### config.mk
export PLATFORM = sky130hd
export DESIGN_NAME = axi4_burst_master
export DESIGN_NICKNAME = d
export VERILOG_FILES = /design/src/rtl/axi4_burst_master.sv
export SDC_FILE = /design/constraint.sdc
export NUM_CORES = 1
export LEC_CHECK = 0
export CORE_UTILIZATION = 40
export CTS_CLUSTER_DIAMETER = 80
export DETAILED_ROUTE_END_ITERATION = 10
export GPL_TIMING_DRIVEN = 0
export PLACE_DENSITY = 0.8
export SETUP_SLACK_MARGIN = 0.1
export SLEW_MARGIN = 20
export SYNTH_ARGS = -nofsm -noshare
export SYNTH_HDL_FRONTEND = slang
export SYNTH_SLANG_ARGS = --single-unit
### constraint.sdc
create_clock -name ACLK -period 4.05 [get_ports ACLK]
set_clock_uncertainty 0.2 [all_clocks]
set_input_delay 1.0125 -clock ACLK [delete_from_list [all_inputs] [get_ports ACLK]]
set_output_delay 1.0125 -clock ACLK [all_outputs]
set_load 0.03 [all_outputs]
### src/rtl/axi4_burst_master.sv
// rtl/axi4_burst_master.sv - single-outstanding AXI4 burst master with local legality check
module axi4_burst_master #(
    parameter int DATA_WIDTH   = 32,
    parameter int ADDR_WIDTH   = 16,
    parameter int MEMORY_DEPTH = 1024
) (
    input  logic                  ACLK,
    input  logic                  ARESET,
    input  logic                  cmd_valid,
    output logic                  cmd_ready,
    input  logic                  cmd_write,
    input  logic [ADDR_WIDTH-1:0] cmd_addr,
    input  logic [7:0]            cmd_len,
    input  logic [2:0]            cmd_size,
    input  logic                  wr_valid,
    output logic                  wr_ready,
    input  logic [DATA_WIDTH-1:0] wr_data,
    output logic                  rd_valid,
    input  logic                  rd_ready,
    output logic [DATA_WIDTH-1:0] rd_data,
    output logic                  rd_last,
    output logic                  done,
    output logic [1:0]            done_resp,
    output logic                  done_err,
    output logic [ADDR_WIDTH-1:0] AWADDR,
    output logic [7:0]            AWLEN,
    output logic [2:0]            AWSIZE,
    output logic                  AWVALID,
    input  logic                  AWREADY,
    output logic [DATA_WIDTH-1:0] WDATA,
    output logic                  WVALID,
    output logic                  WLAST,
    input  logic                  WREADY,
    input  logic [1:0]            BRESP,
    input  logic                  BVALID,
    output logic                  BREADY,
    output logic [ADDR_WIDTH-1:0] ARADDR,
    output logic [7:0]            ARLEN,
    output logic [2:0]            ARSIZE,
    output logic                  ARVALID,
    input  logic                  ARREADY,
    input  logic [DATA_WIDTH-1:0] RDATA,
    input  logic [1:0]            RRESP,
    input  logic                  RVALID,
    input  logic                  RLAST,
    output logic                  RREADY
);
    if (DATA_WIDTH != 32 || ADDR_WIDTH < 12 || MEMORY_DEPTH < 1) begin : g_param_check
        $error("axi4_burst_master: unsupported parameter set");
    end

    typedef enum logic [2:0] {S_IDLE, S_CHK, S_AW, S_W, S_B, S_AR, S_R, S_DONE} state_t;

    state_t                state_q;
    logic                  write_q;
    logic [ADDR_WIDTH-1:0] addr_q, awaddr_q, araddr_q;
    logic [7:0]            len_q, cnt_q, awlen_q, arlen_q;
    logic [2:0]            size_q, awsize_q, arsize_q;
    logic [1:0]            resp_q;
    logic                  err_q, awvalid_q, arvalid_q;

    // Burst end offset within the 4 KiB page; 17 bits hold 4095 + 256*128 without wrap.
    logic [16:0] span_d, end_off_d;
    logic        illegal_d;
    always_comb begin
        span_d    = {8'd0, ({1'b0, len_q} + 9'd1)} << size_q;
        end_off_d = {5'd0, addr_q[11:0]} + span_d;
        illegal_d = (size_q > 3'd2) || (end_off_d > 17'd4096);
    end

    always_ff @(posedge ACLK) begin
        if (ARESET) begin
            state_q   <= S_IDLE;
            write_q   <= 1'b0;
            addr_q    <= '0;
            len_q     <= '0;
            size_q    <= '0;
            cnt_q     <= '0;
            resp_q    <= '0;
            err_q     <= 1'b0;
            awvalid_q <= 1'b0;
            awaddr_q  <= '0;
            awlen_q   <= '0;
            awsize_q  <= '0;
            arvalid_q <= 1'b0;
            araddr_q  <= '0;
            arlen_q   <= '0;
            arsize_q  <= '0;
        end else begin
            case (state_q)
                S_IDLE: if (cmd_valid) begin
                    write_q <= cmd_write;
                    addr_q  <= cmd_addr;
                    len_q   <= cmd_len;
                    size_q  <= cmd_size;
                    cnt_q   <= '0;
                    resp_q  <= '0;
                    err_q   <= 1'b0;
                    state_q <= S_CHK;
                end
                S_CHK: begin
                    if (illegal_d) begin
                        resp_q  <= 2'b10;
                        err_q   <= 1'b1;
                        state_q <= S_DONE;
                    end else begin
                        state_q <= write_q ? S_AW : S_AR;
                    end
                end
                // Address registers load with VALID so they only move for legal bursts.
                S_AW: begin
                    if (!awvalid_q) begin
                        awvalid_q <= 1'b1;
                        awaddr_q  <= addr_q;
                        awlen_q   <= len_q;
                        awsize_q  <= size_q;
                    end else if (AWREADY) begin
                        awvalid_q <= 1'b0;
                        state_q   <= S_W;
                    end
                end
                S_W: if (wr_valid && WREADY) begin
                    cnt_q <= cnt_q + 8'd1;
                    if (cnt_q == len_q) state_q <= S_B;
                end
                S_B: if (BVALID) begin
                    resp_q  <= BRESP;
                    state_q <= S_DONE;
                end
                S_AR: begin
                    if (!arvalid_q) begin
                        arvalid_q <= 1'b1;
                        araddr_q  <= addr_q;
                        arlen_q   <= len_q;
                        arsize_q  <= size_q;
                    end else if (ARREADY) begin
                        arvalid_q <= 1'b0;
                        state_q   <= S_R;
                    end
                end
                S_R: if (RVALID && rd_ready) begin
                    cnt_q <= cnt_q + 8'd1;
                    if (resp_q == 2'b00) resp_q <= RRESP;
                    if (RLAST) begin
                        if (cnt_q != len_q) err_q <= 1'b1;
                        state_q <= S_DONE;
                    end else if (cnt_q == len_q) begin
                        err_q <= 1'b1;
                    end
                end
                S_DONE:  state_q <= S_IDLE;
                default: state_q <= S_IDLE;
            endcase
        end
    end

    logic in_w, in_r;
    assign in_w      = (state_q == S_W);
    assign in_r      = (state_q == S_R);
    assign cmd_ready = (state_q == S_IDLE);

    assign AWVALID = awvalid_q;
    assign AWADDR  = awaddr_q;
    assign AWLEN   = awlen_q;
    assign AWSIZE  = awsize_q;
    assign ARVALID = arvalid_q;
    assign ARADDR  = araddr_q;
    assign ARLEN   = arlen_q;
    assign ARSIZE  = arsize_q;

    assign WVALID   = in_w & wr_valid;
    assign WDATA    = in_w ? wr_data : '0;
    assign WLAST    = in_w & (cnt_q == len_q);
    assign wr_ready = in_w & WREADY;
    assign BREADY   = (state_q == S_B);

    assign rd_valid = in_r & RVALID;
    assign rd_data  = in_r ? RDATA : '0;
    assign rd_last  = in_r & RLAST;
    assign RREADY   = in_r & rd_ready;

    assign done      = (state_q == S_DONE);
    assign done_err  = done & err_q;
    assign done_resp = resp_q;
endmodule

==> impl_metrics.ini, run 1 <==
[synthesis]
ys.flop_type = dfxtp_1
synth_edf_count = 0
yosys.area.top_type = dfxtp_1
seq_area_frac_synth_pct = 36.4
synth_area_um2 = 5390
syn_inst = 728
synth_warnings = 0
synth.most_common_cell = nand2_1
synth_cell_types = 60
synthArstFlopShare_pct = 0
syn_nets = 851
synth_top_area_share_pct = 36.4
ys_top_cells_by_count = nand2_1 (190), dfxtp_1 (98), a21oi_1 (96)
syn_area_per_cell_um2 = 7.41
synth_seq_cells = 98
synthTopCellsByArea = dfxtp_1 (36%), nand2_1 (13%), a21oi_1 (8.9%), and2_1 (8.5%), ha_1 (3.5%)

[finish]
seq_area_um2 = 1970
nets = 1104
multiInputGateArea_um2 = 3290
drive_gt1_share_pct = 6.50
areaGrowthSynthToFinish_pct = 57.0
fill_cells = 1165

[clocking]
cts-root-buf = clkbuf_16
cts_tree = done
path_clk_slew_ns = 0.07
clockBufferDepth = 2
insertion_delay_ns = 0.34
cts_sinks = 98
cts_buffers = 9
cts.htree.levels = 3

[route]
top_layer_used = met4
dr_wl_met2_um = 9950
finalWirelength_um = 19800
drc = 0
num_vias = 6138
wl_per_cell_um = 17.0
dr.pass1.iters = 5
final_antenna_net_count = 0
drt_iter0_markers = 413
drt-met1-wl_um = 8240
detail_route.vias_per_cell = 5.28
wl_met3_um = 1290

[sta]
final.min_clock_period_ns = 3.81
max_slew.worst_pin.slew_ns = 0.880
rsz0062_at_grt = true
slew_headroom_pct = 41.0
hold_viol = 0
finalCritPeriodShare_pct = 94.0
setup_viol = 0
maxSlewViolCount = 0
whs_ns = 0.255
fmax_ghz = 0.263

[placed_design]
dp_hpwl_um = 15200
gp_routability_congestion = 0.909
io_buffer_count = 237

[run]
max-cap-violations = 0

[power_and_ir_drop]
peakVddDrop_mv = 0.385
leakagePower_nw = 3.15
power.total_mw = 3.84
powerDensity_nw_per_um2 = 454

[critical_path]
arrival_ns = 2.59
endpoint_kind = output pin
crit_required_ns = 2.84
start_kind = flip-flop
path_max_fanout = 10
path_class = reg -> out

[global_route]
grt_pass1_vias = 5738
grt_first_pass_wirelength_um = 30700
antenna_found_initial = 1
grt-ovfl-total = 0
grt_max_degree = 18
grt_use_total_pct = 28.1

[floorplan]
dieArea_um2 = 14000
core_area_um2 = 13200
num_rows = 42
die_w_um = 118
num_io_pins = 239
start_util_pct = 40.9
die_h_um = 118

[hold_path]
hp-class = reg -> reg

[outcome]
status = finished clean
## layout by cell type (no fill, tap or decap), types with 4 or more instances in the layout
cell type        Yosys  final
nor3_1              10      8
clkbuf_16            0      9
a211oi_1             8      7
and2_1              73     73
or3_1                5      5
xor2_1              15     15
a21oi_1             96     94
nand4_1              6      6
dfxtp_1             98     95
and3_1               7      7
nor2_1              26     26
nand3_1              7      7
clkdlybuf4s50_1      0    236
nor2b_1              5      4
xnor2_1              6      5
nor4_1               5      5
ha_1                15     12
inv_1                8      8
o21a_1               6      6
buf_6                2      4
mux2i_1             11     11
clkbuf_2             0      9
o21ai_0             21     16
buf_4                0      6
clkbuf_1            49     36
nand2_1            190    189
a21o_1               4      4
## registers in the layout, indices dropped and copies added (netlist names), 8 cells and up
register	count
AWADDR	16
addr_q	16
ARADDR	16
cnt_q	8
ARLEN	8
AWLEN	8
len_q	8
## layer usage
metal	up-vias	GRT usage, %
met2	246	48.8
met1	2904	34.9
li1	2968	-
met3	20	5.72
met5	-	0
met4	0	8.25
## per-stage QoR
step	setup slack (ns)	util, %	cell area [µm²]	std cells	setup TNS (ns)
floorplan	0.401	-	5390	728	0
global placement	-0.246	60.5	7990	1141	-1.26
detailed placement	-0.262	60.6	7990	1141	-1.32
CTS	0.113	62.8	8290	1156	0
global route	0.0315	64.2	8460	1162	0
finish	0.245	64.2	8460	1162	0
## final timing paths
check	start	endpoint	slack, ns	cells after the start
setup / recovery	state_q[1]$_SDFFE_PP0P_	WDATA[29]	0.24	6
hold / removal	ARADDR[4]$_SDFFE_PP0P_	ARADDR[4]$_SDFFE_PP0P_	0.25	2
setup reg to reg	len_q[1]$_SDFFE_PP0P_	done_resp[1]$_SDFFE_PP0P_	0.25	15
hold reg to reg	ARADDR[4]$_SDFFE_PP0P_	ARADDR[4]$_SDFFE_PP0P_	0.25	2
## critical path, stage by stage (launching register included)
cell,delay [ns]
dfxtp_1,0.31
clkbuf_1,0.31
and3b_1,0.24
clkbuf_2,0.23
clkbuf_1,0.27
and2_1,0.21
clkdlybuf4s50_1,0.68
## repair_timing
item                       in CTS  in global routing
gates resized for setup        17                 45
setup buffers                   0                  5
setup endpoints to repair      36                 15
pin swaps                       0                 10
hold buffers                    0                  0
## cell families (layout without fill, tap and decap cells)
group | after synthesis | in the layout | synth area share (%)
other cells | 0 | 1 | 0
mux | 13 | 13 | 2.67
compound gates | 169 | 169 | 18.7
buf+inv | 64 | 321 | 4.76
fa+ha+maj | 16 | 16 | 3.85
simple gates | 347 | 347 | 30.3
flops | 98 | 98 | 36.4
xor+xnor | 21 | 21 | 3.41
## final cells by class
cell class	count	share of cell area, %
Multi-Input combinational cell	566	38.9
Timing Repair Buffer	242	28.5
Sequential cell	98	23.3
Buffer	55	3.12
Clock buffer	9	2.66
Tap cell	176	2.60
Clock inverter	6	0.576
Inverter	9	0.399
Antenna cell	1	0.0296
## power breakdown
group / internal (mW) / total, mW / switching, mW / leakage [nW]
Combinational: 0.739 / 1.84 / 1.10 / 2.22
Sequential: 1.08 / 1.18 / 0.108 / 0.796
Clock: 0.421 / 0.814 / 0.393 / 0.130
Total: 2.24 / 3.84 / 1.60 / 3.15
No activity file was read; power rests on OpenSTA's default activity.
==> run 2: changes to the inputs <==
--- a/config.mk
+++ b/config.mk
@@ -9,7 +9,7 @@
 export CTS_CLUSTER_DIAMETER = 80
 export DETAILED_ROUTE_END_ITERATION = 10
 export GPL_TIMING_DRIVEN = 0
-export PLACE_DENSITY = 0.8
+export PLACE_DENSITY = 0.77
 export SETUP_SLACK_MARGIN = 0.1
 export SLEW_MARGIN = 20
 export SYNTH_ARGS = -nofsm -noshare
==> run 2 against run 1 <==
Net effect:
- routed wire length shrank 1.3%
- register-to-register slack is essentially flat
- first-iteration DRC count rose by 46%
- sequential cell count is the same
- fmax up 0.21%
- clock power grew 1%
- sequential share of layout area about the same
- non-clock buffer count down 1
- critical path depth grew 10
- cell count about the same
- critical path type is now reg -> reg
==> impl_metrics.ini, run 2 (synthesis results as in run 1) <==
[clocking]
cts_buffers = 9
insertion_delay_ns = 0.35
cts-root-buf = clkbuf_16
path_clk_slew_ns = 0.07
clockBufferDepth = 2
cts.htree.levels = 3
cts_sinks = 98
cts_tree = done

[global_route]
grt_first_pass_wirelength_um = 30000
grt_use_total_pct = 27.5
grt_pass1_vias = 5678
antenna_found_initial = 0
grt_max_degree = 18
grt-ovfl-total = 0

[sta]
fmax_ghz = 0.263
hold_viol = 0
final.min_clock_period_ns = 3.80
maxSlewViolCount = 0
setup_viol = 0
max_slew.worst_pin.slew_ns = 0.833
rsz0062_at_grt = true
slew_headroom_pct = 44.2
whs_ns = 0.255
finalCritPeriodShare_pct = 93.8

[finish]
layout.cells.most_common_list = clkdlybuf4s50_1 (233), nand2_1 (190), dfxtp_1 (95), a21oi_1 (95), and2_1 (73)
final_util_pct = 64.1
fill_cells = 1142
areaGrowthSynthToFinish_pct = 56.8
drive_gt1_share_pct = 6.60
final_common_cell = clkdlybuf4s50_1
nets = 1103
antennaDiodeCount = 0

[route]
final_antenna_net_count = 0
detail_route.vias_per_cell = 5.18
drt_iter0_markers = 603
num_vias = 6016
dr.pass1.iters = 5
wl_per_cell_um = 16.8
drc = 0
finalWirelength_um = 19500

[critical_path]
r2r_end = done_resp[1]$_SDFFE_PP0P_
path_max_fanout = 10
critPathCapture = done_resp[1]$_SDFFE_PP0P_
cp_slowest_stage_delay_ns = 0.44
start_kind = flip-flop
crit-reg2reg-launch = len_q[3]$_SDFFE_PP0P_
path_class = reg -> reg
r2r_setup_slack_ns = 0.25
arrival_ns = 3.80
timing.critical_path.from = len_q[3]$_SDFFE_PP0P_
endpoint_kind = flip-flop
crit_required_ns = 4.05
slowest_stage = or4_4
worstPathCellList = buf_6 -> nand2_1 -> o21ai_2 -> o31ai_1 -> nand2_1 -> o211ai_1 -> mux2i_1 -> mux2i_1 -> ha_2 -> nor2b_1 -> or4_4 -> a2111oi_4 -> o2111ai_2 -> and4b_1 -> a41o_2 -> a311oi_1
reg2regPathDepth = 16

[floorplan]
start_util_pct = 40.9
die_w_um = 118
num_rows = 42
die_h_um = 118
num_io_pins = 239
core_area_um2 = 13200
dieArea_um2 = 14000

[run]
max-cap-violations = 0

[hold_path]
hp-class = reg -> reg

[placed_design]
dp_hpwl_um = 15000
io_buffer_count = 237
gp_routability_congestion = 0.871

[outcome]
status = finished clean

[power_and_ir_drop]
leakagePower_nw = 3.16
peakVddDrop_mv = 0.282
powerDensity_nw_per_um2 = 457
==> run 2: critical path: cells and delay by family, from the launching register on <==
| family | cells | cell delay (ns) |
|---|---|---|
| compound gates | 7 | 1.08 |
| fa+ha+maj | 1 | 0.43 |
| buf+inv | 1 | 0.17 |
| flops | 1 | 0.39 |
| mux | 2 | 0.36 |
| simple gates | 5 | 1.02 |
==> run 2: what timing repair did <==
action / CTS / global route
endpoints found under the setup margin: 43 / 55
hold endpoints to repair: 0 / 0
hold buffers: 0 / 0
pin swaps: 1 / 5
setup buffers: 3 / 1
gates resized for setup: 17 / 52
==> run 2: layout make-up <==
type / count / area, µm² / area share [%]
clock inverter: 5 / 45.0 / 0.533
clock buffer: 11 / 233 / 2.75
inverter: 9 / 33.8 / 0.399
buffer: 55 / 260 / 3.08
multi-input combinational: 566 / 3300 / 39.0
timing repair buffer: 241 / 2400 / 28.3
tap: 176 / 220 / 2.60
sequential: 98 / 1970 / 23.3
==> run 2: report_power, final <==
| part | internal (mW) | total (mW) | switching [mW] |
|---|---|---|---|
| clock | 0.428 | 0.823 | 0.396 |
| combinational | 0.748 | 1.86 | 1.11 |
| sequential | 1.08 | 1.19 | 0.108 |
==> run 2: routing by layer <==
metal  share of wire [%]  routed length, µm  GRT usage, %
met3                 7.6               1490          5.43
met5                   0                  0             0
met2                  49               9640          47.9
met4                 2.2                424          8.65
met1                  41               8000          33.8
==> run 2: through the flow <==
step | instances | worst slack (ns) | TNS (ns) | instance area [µm²] | power [mW]
2_1_floorplan | 728 | 0.401 | 0 | 5390 | 2.32
3_3_place_gp | 1141 | -0.235 | -1.19 | 7990 | 2.87
3_5_place_dp | 1141 | -0.247 | -1.26 | 7990 | 2.89
4_1_cts | 1160 | 0.103 | 0 | 8310 | 3.74
5_1_grt | 1161 | 0.0512 | 0 | 8460 | 4.08
6_report | 1161 | 0.253 | 0 | 8460 | 3.86
==> run 2: worst min-delay path by stage <==
stage,from,depth (start not counted),end
detailed placement,ARADDR[9]$_SDFFE_PP0P_,2,ARADDR[9]$_SDFFE_PP0P_
CTS,ARADDR[13]$_SDFFE_PP0P_,2,ARADDR[13]$_SDFFE_PP0P_
global placement,AWADDR[13]$_SDFFE_PP0P_,2,AWADDR[13]$_SDFFE_PP0P_
global route,ARADDR[9]$_SDFFE_PP0P_,2,ARADDR[9]$_SDFFE_PP0P_
finish,ARADDR[6]$_SDFFE_PP0P_,2,ARADDR[6]$_SDFFE_PP0P_
floorplan,addr_q[14]$_SDFFE_PP0P_,2,ARADDR[14]$_SDFFE_PP0P_
==> run 3: changes to the inputs <==
--- a/config.mk
+++ b/config.mk
@@ -5,6 +5,7 @@
 export SDC_FILE = /design/constraint.sdc
 export NUM_CORES = 1
 export LEC_CHECK = 0
+export CAP_MARGIN = 20
 export CORE_UTILIZATION = 40
 export CTS_CLUSTER_DIAMETER = 80
 export DETAILED_ROUTE_END_ITERATION = 10
==> results of run 3 <==
Same layout as run 2: the final DEF is identical, and so are final timing and power.
